==> config.mk <==
export PLATFORM = sky130hd
export DESIGN_NAME = bcd_digit_collector_flat
export DESIGN_NICKNAME = d
export VERILOG_FILES = /design/src/rtl/bcd_collect_pkg.sv /design/src/rtl/bcd_digit_collector_if.sv /design/src/rtl/bcd_digit_collector.sv /design/src/flat_wrapper.sv
export SDC_FILE = /design/constraint.sdc
export NUM_CORES = 1
export LEC_CHECK = 0
export ABC_AREA = 1
export CAP_MARGIN = 10
export CORE_MARGIN = 1
export CORE_UTILIZATION = 45
export DETAILED_ROUTE_END_ITERATION = 16
export PLACE_DENSITY_LB_ADDON = 0.05
export SLEW_MARGIN = 25
export SYNTH_ARGS = -nofsm -noshare
export SYNTH_HDL_FRONTEND = slang
export SYNTH_SLANG_ARGS = --single-unit
==> constraint.sdc <==
create_clock -name clk -period 3.5 [get_ports clk]
set_input_delay 0.7 -clock clk [delete_from_list [all_inputs] [get_ports clk]]
set_output_delay 0.7 -clock clk [all_outputs]
set_load 0.05 [all_outputs]
==> src/rtl/bcd_collect_pkg.sv <==
// Shared types for the BCD digit collector: FSM states, ASCII codes and character classifier.
package bcd_collect_pkg;

  typedef enum logic [1:0] {
    COLLECT = 2'd0,
    ISSUE   = 2'd1,
    WAIT    = 2'd2
  } state_t;

  localparam logic [7:0] ASCII_0   = 8'h30;
  localparam logic [7:0] ASCII_9   = 8'h39;
  localparam logic [7:0] ASCII_CR  = 8'h0D;
  localparam logic [7:0] ASCII_LF  = 8'h0A;
  localparam logic [7:0] ASCII_ESC = 8'h1B;
  localparam logic [7:0] ASCII_BS  = 8'h08;
  localparam logic [7:0] ASCII_DEL = 8'h7F;

  typedef enum logic [2:0] {
    CH_DIGIT,
    CH_TERM,
    CH_ESC,
    CH_EDIT,
    CH_OTHER
  } char_class_t;

  function automatic char_class_t classify(input logic [7:0] ch);
    if (ch >= ASCII_0 && ch <= ASCII_9)          return CH_DIGIT;
    else if (ch == ASCII_CR || ch == ASCII_LF)   return CH_TERM;
    else if (ch == ASCII_ESC)                    return CH_ESC;
    else if (ch == ASCII_BS || ch == ASCII_DEL)  return CH_EDIT;
    else                                         return CH_OTHER;
  endfunction

endpackage

==> src/rtl/bcd_digit_collector_if.sv <==
// Character stream in and BCD word / converter handshake out; slave is the collector side.
interface bcd_digit_collector_if #(
  parameter int unsigned BCD_DIGITS = 4
);
  logic [7:0]                 rx_data;
  logic                       rx_valid;
  logic                       rx_ready;
  logic [BCD_DIGITS-1:0][3:0] bcd_out;
  logic                       start;
  logic                       conv_rdy;
  logic                       conv_done;

  modport master (
    output rx_data, rx_valid, conv_rdy, conv_done,
    input  rx_ready, bcd_out, start
  );

  modport slave (
    input  rx_data, rx_valid, conv_rdy, conv_done,
    output rx_ready, bcd_out, start
  );
endinterface

==> src/rtl/bcd_digit_collector.sv <==
// Assembles ASCII decimal digits into a packed BCD word (newest digit in [0]) for bcd_to_bin.
// Define BCD_COLLECT_BACKSPACE_EN to let BS/DEL remove the newest digit.
module bcd_digit_collector
  import bcd_collect_pkg::*;
#(
  parameter int unsigned BCD_DIGITS = 4
) (
  input  logic                               clk,
  input  logic                               rst,
  bcd_digit_collector_if.slave               bus,
  output logic [$clog2(BCD_DIGITS+1)-1:0]    digit_cnt,
  output logic                               ovf
);

  localparam int unsigned      CNT_W    = $clog2(BCD_DIGITS+1);
  localparam logic [CNT_W-1:0] CNT_FULL = CNT_W'(BCD_DIGITS);
  localparam logic [CNT_W-1:0] CNT_ONE  = CNT_W'(1);

  state_t                     state;
  logic [BCD_DIGITS-1:0][3:0] shl;

  // Written as a loop so a single-digit build needs no empty slice.
  always_comb begin
    shl    = '0;
    shl[0] = bus.rx_data[3:0];
    for (int unsigned i = 1; i < BCD_DIGITS; i++) shl[i] = bus.bcd_out[i-1];
  end

`ifdef BCD_COLLECT_BACKSPACE_EN
  logic [BCD_DIGITS-1:0][3:0] shr;

  always_comb begin
    shr = '0;
    for (int unsigned i = 0; i + 1 < BCD_DIGITS; i++) shr[i] = bus.bcd_out[i+1];
  end
`endif

  // start depends on conv_rdy directly so it fires in the first ready cycle of ISSUE.
  always_comb begin
    bus.rx_ready = !rst && (state == COLLECT);
    bus.start    = !rst && (state == ISSUE) && bus.conv_rdy;
  end

  always_ff @(posedge clk) begin
    if (rst) begin
      state       <= COLLECT;
      bus.bcd_out <= '0;
      digit_cnt   <= '0;
      ovf         <= 1'b0;
    end else begin
      case (state)
        COLLECT: begin
          if (bus.rx_valid) begin
            case (classify(bus.rx_data))
              CH_DIGIT: begin
                if (digit_cnt < CNT_FULL) begin
                  bus.bcd_out <= shl;
                  digit_cnt   <= digit_cnt + CNT_ONE;
                end else begin
                  ovf <= 1'b1;
                end
              end
              CH_TERM: begin
                if (digit_cnt != '0) state <= ISSUE;
              end
              CH_ESC: begin
                bus.bcd_out <= '0;
                digit_cnt   <= '0;
                ovf         <= 1'b0;
              end
`ifdef BCD_COLLECT_BACKSPACE_EN
              CH_EDIT: begin
                if (digit_cnt != '0) begin
                  bus.bcd_out <= shr;
                  digit_cnt   <= digit_cnt - CNT_ONE;
                end
              end
`endif
              default: ;
            endcase
          end
        end
        ISSUE: begin
          if (bus.conv_rdy) state <= WAIT;
        end
        WAIT: begin
          if (bus.conv_done) begin
            state       <= COLLECT;
            bus.bcd_out <= '0;
            digit_cnt   <= '0;
            ovf         <= 1'b0;
          end
        end
        default: state <= COLLECT;
      endcase
    end
  end

endmodule

==> src/flat_wrapper.sv <==
// flat-port wrapper written by rule: the top's interface ports become plain ports
module bcd_digit_collector_flat import bcd_collect_pkg::*;
#(
  parameter int unsigned BCD_DIGITS = 4
)
  (clk, rst, digit_cnt, ovf, bus_rx_data, bus_rx_valid, bus_conv_rdy, bus_conv_done, bus_rx_ready, bus_bcd_out, bus_start);
  bcd_digit_collector_if #(.BCD_DIGITS(BCD_DIGITS)) bus_i ();
  input  logic clk;
  input  logic rst;
  output logic [$clog2(BCD_DIGITS+1)-1:0] digit_cnt;
  output logic ovf;
  input wire logic [$bits(bus_i.rx_data)-1:0] bus_rx_data;
  input wire logic [$bits(bus_i.rx_valid)-1:0] bus_rx_valid;
  input wire logic [$bits(bus_i.conv_rdy)-1:0] bus_conv_rdy;
  input wire logic [$bits(bus_i.conv_done)-1:0] bus_conv_done;
  output wire logic [$bits(bus_i.rx_ready)-1:0] bus_rx_ready;
  output wire logic [$bits(bus_i.bcd_out)-1:0] bus_bcd_out;
  output wire logic [$bits(bus_i.start)-1:0] bus_start;
  assign bus_i.rx_data = bus_rx_data;
  assign bus_i.rx_valid = bus_rx_valid;
  assign bus_i.conv_rdy = bus_conv_rdy;
  assign bus_i.conv_done = bus_conv_done;
  assign bus_rx_ready = bus_i.rx_ready;
  assign bus_bcd_out = bus_i.bcd_out;
  assign bus_start = bus_i.start;
  bcd_digit_collector #(.BCD_DIGITS(BCD_DIGITS)) u_core (.clk(clk), .rst(rst), .bus(bus_i), .digit_cnt(digit_cnt), .ovf(ovf));
endmodule
==> metrics.txt <==
clock-pin slew on the worst setup and hold paths 120 ps; total length of routed met3 wires about 120 um; crit path max-delay cell type sky130_fd_sc_hd__clkdlybuf4s50_1; insertion delay to the later sink of the worst-skew pair ~320 ps; met2 wire length 1531 um; worst-path fanout max 2; HPWL Detailed 2078 um; weighted congestion at the end of routability-driven global placement roughly 0.84; top-level I/O count 35; required time of the worst setup path about 2800 ps; number of maximum-capacitance constraint violations 0; number of filler cells placed in the layout between 200 and 300; remaining antenna violation count after routing 0; vias per inst approximately 5.4; most frequent CP cell sky130_fd_sc_hd__clkdlybuf4s50_1; static power due to leakage between 0.0007 and 0.0008 uW; Critical Setup Path Class in2out; fin util approximately three fifths; crit path capture type output port; type of origin of the critical path primary input; Final setup violation count 0; delay-heaviest family, CP buffers and inverters; Fin. Hold Viols 0; wire length after detailed routing 3124 um; share of the yosys chip area belonging to registers roughly a third; chain of cells forming the critical path clkdlybuf4s50_1 > nand3_1 > nor2_1 > clkdlybuf4s50_1; Final Max Tran Viols 0; CP Buf/Inv Count 2; post-detailed-route DRC marker count 0; worst slew pin tran 622.7 ps; sum of negative setup slack 0 ps; initial standard-cell utilization of the core roughly 47%; min-delay worst type reg2reg; post-route met1 wirelength about 1500 um; Final Skew between 5 and 6 ps; area of the core ~0.0027 sq mm; total clock buffers created by CTS 3; maximum number of buffers from clock root to sink 2; CTS tree built; Die Y between 50 and 60 um; Mapped Nets between 200 and 250; CP Data Arrival Time around 2200 ps; unrepaired setup endpoints after global routing no; crit path setup slack, layout ~600 ps; average wire per cell in the routed design about 12 um; Synthesis Warnings 0; synthesized area divided by synthesized cell count between 6 and 7 sq um; chip width 55.65 um; H-Tree Level Count 1; cts repair resizes 0; Post-Syn Area 0.001295 sq mm; sum of overflow across all layers after global routing 0; post-synthesis instance total around 200; maximum number of pins on one net before global-route repair 22; wire length of the first global-routing pass ~5400 um; Num Clock Sinks 22; number of distinct library cell variants in the gate-level netlist after synthesis 21; Rows 19; CTS Root Cell sky130_fd_sc_hd__clkbuf_4; vias after detailed routing about 1,400; Crit path largest cell delay slightly above 800 ps; period utilisation layout a little over four fifths; number of buffer cells added on primary ports 34; Worst VDD drop around 600 uV; initial antenna violation count 0; layout cell share with drive strength beyond 1 under 10%; number of detailed-route iterations in the first pass 4; number of buffers added to fix hold violations after cts 0; area of the die slightly above 0.003 sq mm; minimum clock period around 2900 ps; diodes inserted 0; setup slack after placement 594.4 ps; run status finished clean; vias in the first global route between 1,000 and 1,500; f_max 343.2 MHz; number of register bits inferred by synthesis 22; 1st-iter DRT viols 39; worst-case headroom to the max-slew limit 58.44%; number of buffers inserted by post-CTS setup repair 0; GRT Overall Usage roughly a fifth; power per cell area roughly 850 mW/mm^2; DR top layer met4; Area Growth Syn to Fin 27.15%; # nets final ~240
==> power breakdown <==
group | internal [uW] | switching, uW
logic | 278 | 563
clock network | 63.6 | 80.2
registers | 340 | 70.6
total | 681 | 714
==> layout by cell type, fill, tap and decap left out <==
| master | count |
|---|---|
| sky130_fd_sc_hd__nor2_1 | 51 |
| sky130_fd_sc_hd__nand2_1 | 36 |
| sky130_fd_sc_hd__clkdlybuf4s50_1 | 34 |
| sky130_fd_sc_hd__nand3_1 | 24 |
| sky130_fd_sc_hd__dfxtp_1 | 22 |
| sky130_fd_sc_hd__nand4_1 | 21 |
| sky130_fd_sc_hd__inv_1 | 14 |
| sky130_fd_sc_hd__nand2_2 | 4 |
| sky130_fd_sc_hd__inv_2 | 3 |
| sky130_fd_sc_hd__nor2_2 | 3 |
| sky130_fd_sc_hd__a21oi_1 | 3 |
| sky130_fd_sc_hd__clkbuf_4 | 3 |
| sky130_fd_sc_hd__ha_1 | 2 |
| sky130_fd_sc_hd__nand3_2 | 1 |
| sky130_fd_sc_hd__or2_2 | 1 |
| sky130_fd_sc_hd__nor2_8 | 1 |
| sky130_fd_sc_hd__xor2_1 | 1 |
| sky130_fd_sc_hd__o21ai_0 | 1 |
| sky130_fd_sc_hd__o31ai_1 | 1 |
| sky130_fd_sc_hd__clkbuf_8 | 1 |
| sky130_fd_sc_hd__buf_4 | 1 |
==> per-layer routing <==
layer / up-vias / GRT usage (%)
met3: 4 / 5.116
li1: 707 / -
met1: 661 / 28.15
met5: - / 0
met2: 30 / 34.77
met4: 0 / 6.429
==> sequential cells by signal, indices dropped and copies added, names as in the netlist <==
signal,cells
u_core.bus.bcd_out,16
u_core.digit_cnt,3
u_core.state,2
u_core.ovf,1
==> worst min-delay path, delay by kind of cell (launching register included) <==
kind / cells / cell delay [ps]
flops: 1 / 330
simple gates: 2 / 140
==> logic make-up (layout without fill, tap and decap cells) <==
| logic type | Yosys count | count (layout) | synth area share (%) |
|---|---|---|---|
| buf+inv | 29 | 56 | 10.43 |
| flops | 22 | 22 | 34.01 |
| simple gates | 142 | 142 | 50.82 |
| xor+xnor | 1 | 1 | 0.6765 |
| fa+ha+maj | 2 | 2 | 1.932 |
| compound gates | 5 | 5 | 2.125 |
==> cell usage after synthesis, drive strengths merged <==
cell	instances	area share [%]
a21oi	3	1.2
buf	9	4.6
clkbuf	3	0.87
dfxtp	22	34
ha	2	1.9
inv	17	4.9
nand2	40	12
nand3	25	10
nand4	21	10
nor2	55	18
o21ai	1	0.39
o31ai	1	0.58
or2	1	0.48
xor2	1	0.68
==> worst paths after layout <==
check | start | end | slack, ps | cells after the start
max reg2reg | u_core.state[0] | u_core.bus.bcd_out[8] | 1630 | 9
min reg2reg | u_core.ovf | u_core.ovf | 490 | 2
min | u_core.ovf | u_core.ovf | 490 | 2
max | bus_conv_rdy | bus_start | 590 | 4
==> area by class of cell <==
| cell class | instances | area (sq um) | area share (%) |
|---|---|---|---|
| multi-input combinational | 150 | 719.4 | 43.69 |
| inverter | 17 | 63.81 | 3.875 |
| clock buffer | 4 | 36.28 | 2.204 |
| sequential | 22 | 440.4 | 26.75 |
| timing repair buffer | 35 | 347.8 | 21.12 |
| tap | 31 | 38.79 | 2.356 |
==> stage by stage <==
| step | hold WS [ps] | std cells | power [uW] | cell area (sq um) |
|---|---|---|---|---|
| detailed placement | 476.8 | 255 | 1255 | 1610 |
| floorplan | 525.8 | 201 | 1024 | 1295 |
| global placement | 465.9 | 255 | 1241 | 1610 |
| CTS | 497.4 | 259 | 1395 | 1647 |
| finish | 494.2 | 259 | 1395 | 1647 |
| global route | 517.8 | 259 | 1477 | 1647 |
Power figures use the tool's default switching activity.
